## config.mk

```make
export PLATFORM = sky130hd
export DESIGN_NAME = fsm_stim_driver
export DESIGN_NICKNAME = d
export VERILOG_FILES = /design/src/rtl/fsm_stim_driver.sv
export SDC_FILE = /design/constraint.sdc
export NUM_CORES = 1
export LEC_CHECK = 0
export ABC_AREA = 1
export CAP_MARGIN = 20
export CORE_MARGIN = 3
export CORE_UTILIZATION = 56
export DETAILED_ROUTE_END_ITERATION = 8
export PLACE_DENSITY_LB_ADDON = 0.2
export SYNTH_ARGS = -nofsm -noshare
export SYNTH_HDL_FRONTEND = slang
export SYNTH_SLANG_ARGS = --single-unit
```

## constraint.sdc

```tcl
create_clock -name clk -period 2.3 [get_ports clk]
set_input_delay 0.23 -clock clk [delete_from_list [all_inputs] [get_ports clk]]
set_output_delay 0.23 -clock clk [all_outputs]
set_load 0.01 [all_outputs]
```

## src/rtl/fsm_stim_driver.sv

```systemverilog
// Stimulus source and MISR response compactor for keyed controller runs.
// Optional pass/fail run counters: define FSM_STIM_DRV_RUN_CNT_EN.
module fsm_stim_driver #(
  parameter int                NUM_VEC     = 16,
  parameter int                VEC_W       = 12,
  parameter int                RESP_W      = 32,
  parameter logic [RESP_W-1:0] SIG_SEED    = 32'hFFFF_FFFF,
  parameter int                DUT_RST_CYC = 2
) (
  input  logic                       clk,
  input  logic                       rst,
  input  logic                       load_en,
  input  logic [$clog2(NUM_VEC)-1:0] load_addr,
  input  logic [VEC_W-1:0]           load_data,
  input  logic [$clog2(NUM_VEC):0]   vec_count,
  input  logic                       key_in,
  input  logic [RESP_W-1:0]          exp_sig,
  input  logic                       start,
  output logic [VEC_W-1:0]           x_out,
  output logic                       key_out,
  output logic                       dut_rst,
  input  logic [RESP_W-1:0]          resp_in,
  output logic                       busy,
  output logic                       done,
  output logic                       pass,
  output logic [RESP_W-1:0]          sig_out
`ifdef FSM_STIM_DRV_RUN_CNT_EN
  ,
  output logic [15:0]                pass_cnt,
  output logic [15:0]                fail_cnt
`endif
);

  localparam int AW = $clog2(NUM_VEC);
  localparam int CW = AW + 1;
  localparam int RW = (DUT_RST_CYC > 1) ? $clog2(DUT_RST_CYC) : 1;

  typedef enum logic [1:0] {
    IDLE,
    DRST,
    DRIVE,
    CMP
  } state_t;

  state_t              state_q, state_d;
  logic [AW-1:0]       idx_q, idx_d;
  logic [CW-1:0]       vcnt_q, vcnt_d;
  logic [RW-1:0]       rcnt_q, rcnt_d;
  logic                key_q, key_d;
  logic [RESP_W-1:0]   exp_q, exp_d;
  logic [RESP_W-1:0]   sig_q, sig_d;
  logic                pass_q, pass_d;
  logic [VEC_W-1:0]    mem_q [NUM_VEC];

  logic [CW-1:0]       vc_clamp;
  logic                last_vec;
  logic                fb;
  logic [RESP_W-1:0]   misr;

  assign vc_clamp = (vec_count > CW'(NUM_VEC)) ? CW'(NUM_VEC) : vec_count;
  assign last_vec = ({1'b0, idx_q} == (vcnt_q - CW'(1)));
  // x^32 + x^22 + x^2 + x + 1
  assign fb       = sig_q[RESP_W-1] ^ sig_q[21] ^ sig_q[1] ^ sig_q[0];
  assign misr     = {sig_q[RESP_W-2:0], fb} ^ resp_in;

  assign busy    = (state_q != IDLE);
  assign pass    = pass_q;
  assign sig_out = sig_q;

  always_comb begin
    state_d = state_q;
    idx_d   = idx_q;
    vcnt_d  = vcnt_q;
    rcnt_d  = rcnt_q;
    key_d   = key_q;
    exp_d   = exp_q;
    sig_d   = sig_q;
    pass_d  = pass_q;
    x_out   = '0;
    key_out = 1'b0;
    dut_rst = 1'b0;
    done    = 1'b0;
    unique case (state_q)
      IDLE: begin
        if (start) begin
          vcnt_d  = vc_clamp;
          key_d   = key_in;
          exp_d   = exp_sig;
          sig_d   = SIG_SEED;
          pass_d  = 1'b0;
          rcnt_d  = '0;
          state_d = DRST;
        end
      end
      DRST: begin
        dut_rst = 1'b1;
        key_out = key_q;
        if (rcnt_q == RW'(DUT_RST_CYC - 1)) begin
          idx_d   = '0;
          state_d = (vcnt_q == '0) ? CMP : DRIVE;
        end else begin
          rcnt_d = rcnt_q + RW'(1);
        end
      end
      DRIVE: begin
        x_out   = mem_q[idx_q];
        key_out = key_q;
        sig_d   = misr;
        if (last_vec) begin
          state_d = CMP;
        end else begin
          idx_d = idx_q + AW'(1);
        end
      end
      CMP: begin
        key_out = key_q;
        done    = 1'b1;
        pass_d  = (sig_q == exp_q);
        state_d = IDLE;
      end
      default: state_d = IDLE;
    endcase
  end

  always_ff @(posedge clk) begin
    if (rst) begin
      state_q <= IDLE;
      idx_q   <= '0;
      vcnt_q  <= '0;
      rcnt_q  <= '0;
      key_q   <= 1'b0;
      exp_q   <= '0;
      sig_q   <= SIG_SEED;
      pass_q  <= 1'b0;
    end else begin
      state_q <= state_d;
      idx_q   <= idx_d;
      vcnt_q  <= vcnt_d;
      rcnt_q  <= rcnt_d;
      key_q   <= key_d;
      exp_q   <= exp_d;
      sig_q   <= sig_d;
      pass_q  <= pass_d;
    end
  end

  // Writes land only while idle, so a run never sees its vectors change.
  always_ff @(posedge clk) begin
    if (load_en && (state_q == IDLE)) begin
      mem_q[load_addr] <= load_data;
    end
  end

`ifdef FSM_STIM_DRV_RUN_CNT_EN
  logic [15:0] pcnt_q, pcnt_d;
  logic [15:0] fcnt_q, fcnt_d;

  always_comb begin
    pcnt_d = pcnt_q;
    fcnt_d = fcnt_q;
    if (state_q == CMP) begin
      if (sig_q == exp_q) begin
        if (pcnt_q != 16'hFFFF) pcnt_d = pcnt_q + 16'd1;
      end else begin
        if (fcnt_q != 16'hFFFF) fcnt_d = fcnt_q + 16'd1;
      end
    end
  end

  always_ff @(posedge clk) begin
    if (rst) begin
      pcnt_q <= '0;
      fcnt_q <= '0;
    end else begin
      pcnt_q <= pcnt_d;
      fcnt_q <= fcnt_d;
    end
  end

  assign pass_cnt = pcnt_q;
  assign fail_cnt = fcnt_q;
`endif

endmodule

```

==> run summary <==
Result of the run - finished, violations left
Failing checks - setup timing
Slew HR - 57.4%
Power share of the clock group - 26.9%
CTS clock-pin slew for the worst setup and hold paths - 70 ps
Antenna-violating nets left - 0
Crit path arrival time - 2100 ps
Syn_area_per_cell - 10.5 um^2
Crit Path Class - reg2out
CTS buffer count - 29
DP Area - 13500 um^2
Net Count, Synth - 1193
Busiest layer in global routing - met2
Critical Path Start Type - flip-flop
Final Max Tran Viols - 0
Endpoint class of the critical path - output pin
Min Tclk post-route - 2330 ps
FP Rows - 51
Clock latency reported for the late side of the worst-skew pair - 550 ps
Detailed Route Iter0 Violations - 889
Die Span X - 149 um
Seq/Total Area, Yosys - 64.3%
CP endpoint - x_out[8]
Met3 GRT Util - 5.21%
Vias in the first global route - 9014
Yosys warnings - 0
Register share of total power - 35.2%
Met2 GRT Util - 47.8%
FF-to-FF Start - state_q[0]
Post-route setup slack - -33.3 ps
Internal reg-to-reg setup slack - 320 ps
Synth top area share - 50.0%
Die Y-Extent - 149 um
Crit path max fanout - 7
Hold/Removal Path Class - in2reg
Final setup fails - 5
Pwr Density - 1210 nW/um^2
Cell variety after synth - 32
Root buffer cell - clkbuf_16
Critical Path RT - 2070 ps
Initial antenna violation count - 1
Synth Register Bits - 274
Sink Count - 274
Post-synthesis cell area - 11500 um^2
First-pass DRT Iterations - 5
Lkg Pwr - 0.00548 uW
I/O Buffers - 138
Core Box Area - 19800 um^2
Largest net degree at the start of global routing - 61
Starting Density - 58.1%
Gr ovfl total - 0
Gp weighted congestion - 0.854
Total Power - 18000 uW
Unrepaired setup endpoints after global routing - true
Htree depth - 1
Drt total wl - 32300 um
Met1 Use GR - 36.8%
Die ar. - 22300 um^2
Final Hold Fails - 0
P_int - 11700 uW
Wirelength per Cell - 20.9 um
Worst IR drop on VDD - 0.000747 V
Final Instance Area - 14900 um^2
Share of layout cells above drive strength 1 - 12.3%
Comb power frac - 37.8%
R2R Path End - sig_out[17]
Clock buffer depth - 3
Global-route wire length before repair - 48800 um
Synth area leaders - edfxtp_1 (50%), dfxtp_1 (14%), o21ai_0 (7.3%)
Worst Skew - 17.4 ps
Area growth syn-to-layout - 29.2%
Nets@finish - 1354
Psw - 6320 uW
Via count - 9131
# DRC - 0
Top-Level Pins - 139
Syn Inst Count - 1097
Max Clk Rate - 0.429 GHz
Cell count of the worst reg-to-reg path - 8
Final period util - 101%
Post-DR vias/cell - 5.90
Maxcap violations - 0
DP HPWL - 18900 um
Switch share - 35.1%
Worst-Margin Slew - 637 ps
Largest area contributor in the netlist - edfxtp_1
Gr usage total - 28.2%
CTS tree - done
## synthesized netlist by cell type
cell type,number
nand3_1,35
nor2_2,9
nand2_1,94
o21ai_2,1
o21ai_1,12
nand3b_1,1
ha_1,6
inv_2,2
dfxtp_1,82
o31ai_1,1
buf_4,1
o41ai_1,1
buf_1,2
xnor2_1,11
inv_1,64
edfxtp_1,192
o21ai_0,167
nand4_1,4
or2_2,2
nand3_2,1
clkbuf_1,28
o221ai_1,29
nor2_1,179
a211oi_1,2
clkbuf_2,4
nor3_1,1
buf_6,8
o211ai_1,26
a21oi_1,70
xor2_1,20
o22ai_1,22
buf_2,20
## worst min-delay path by stage
stage,slack (ps),cells past startpoint,to,startpoint
2_1_floorplan,330,0,mem_q[0][0],load_data[0]
3_3_place_gp,440,2,key_q,key_q
3_5_place_dp,450,2,key_q,key_q
4_1_cts,270,3,vcnt_q[1],vec_count[1]
5_1_grt,290,3,vcnt_q[2],vec_count[2]
6_report,280,3,vcnt_q[1],vec_count[1]
## cell type report
cell class	count	area (um^2)
timing repair buffer	193	2240
clock inverter	19	193
antenna	1	2.50
tap	265	332
fill	1333	4960
sequential	274	7410
multi-input combinational	694	3630
inverter	66	258
clock buffer	35	822
## logic make-up (layout without fill, tap and decap cells)
group	count (synthesis)	in the layout	share of synthesized area, %
other	0	1	0
adder cells (fa/ha/maj)	6	6	0.652
flip-flops	274	274	64.3
buffers and inverters	129	313	5.02
AO/OA/AOI/OAI	331	331	16.3
AND/OR/NAND/NOR	326	326	11.4
XOR/XNOR	31	31	2.36
## power by group through the flow
stage / Sequential, uW / Clock [uW] / Combinational [uW]
6_report: 6350 / 4850 / 6810
5_1_grt: 6410 / 5070 / 7400
4_1_cts: 6340 / 4870 / 6400
3_5_place_dp: 6400 / 0 / 5690
3_3_place_gp: 6390 / 0 / 5540
2_1_floorplan: 6330 / 0 / 3630
## registers in the layout, summed over array words and instances, names as in the netlist, named ones only
name     flops
key_q        1
idx_q        4
sig_out     32
pass         1
vcnt_q       5
rcnt_q       1
exp_q       32
state_q      2
mem_q      192
## layer usage
metal | up-vias | routed length [um]
met3 | 94 | 3080
met1 | 4308 | 12300
met5 | - | 0
li1 | 4225 | -
met4 | 0 | 1190
met2 | 504 | 15800
## worst max-delay path: stages, from the launching register on
cell and delay [ps]:
dfxtp_4 400, buf_12 180, buf_16 140, o21ai_0 110, o221ai_1 200, o211ai_1 130, a21oi_2 240, buf_2 170
## cell usage in the layout, fill, tap and decap left out, drive strengths merged
master / n
o22ai: 22
o21ai: 180
clkinvlp: 3
a21oi: 70
clkdlybuf4s50: 126
o211ai: 26
diode: 1
xnor2: 11
nand3: 36
buf: 59
or2: 2
nand4: 4
a211oi: 2
nor3: 1
clkinv: 12
clkbuf: 39
o41ai: 1
xor2: 20
o221ai: 29
bufinv: 3
dfxtp: 82
nand3b: 1
o31ai: 1
nor2: 188
inv: 67
bufbuf: 4
edfxtp: 192
nand2: 94
ha: 6
## timing repair
action,in CTS,in global routing
hold buffers,0,0
pin swaps,12,30
resized for setup,72,31
buffers inserted,2,1
endpoints found under the hold margin,0,0
endpoints found under the setup margin,12,14
cloned,7,4
## stage by stage
| stage | setup WS [ps] | utilization, % | hold WS (ps) | TNS, ps | instances |
|---|---|---|---|---|---|
| global placement | 121 | 67.9 | 439 | 0 | 1479 |
| floorplan | 404 | - | 329 | 0 | 1097 |
| finish | -33.3 | 75.0 | 277 | -120 | 1547 |
| detailed placement | 90.3 | 67.9 | 446 | 0 | 1479 |
| CTS | -28.5 | 74.3 | 270 | -93.8 | 1542 |
| global route | -144 | 75.0 | 289 | -749 | 1547 |
Note: power is estimated with default switching activity, not from simulation.
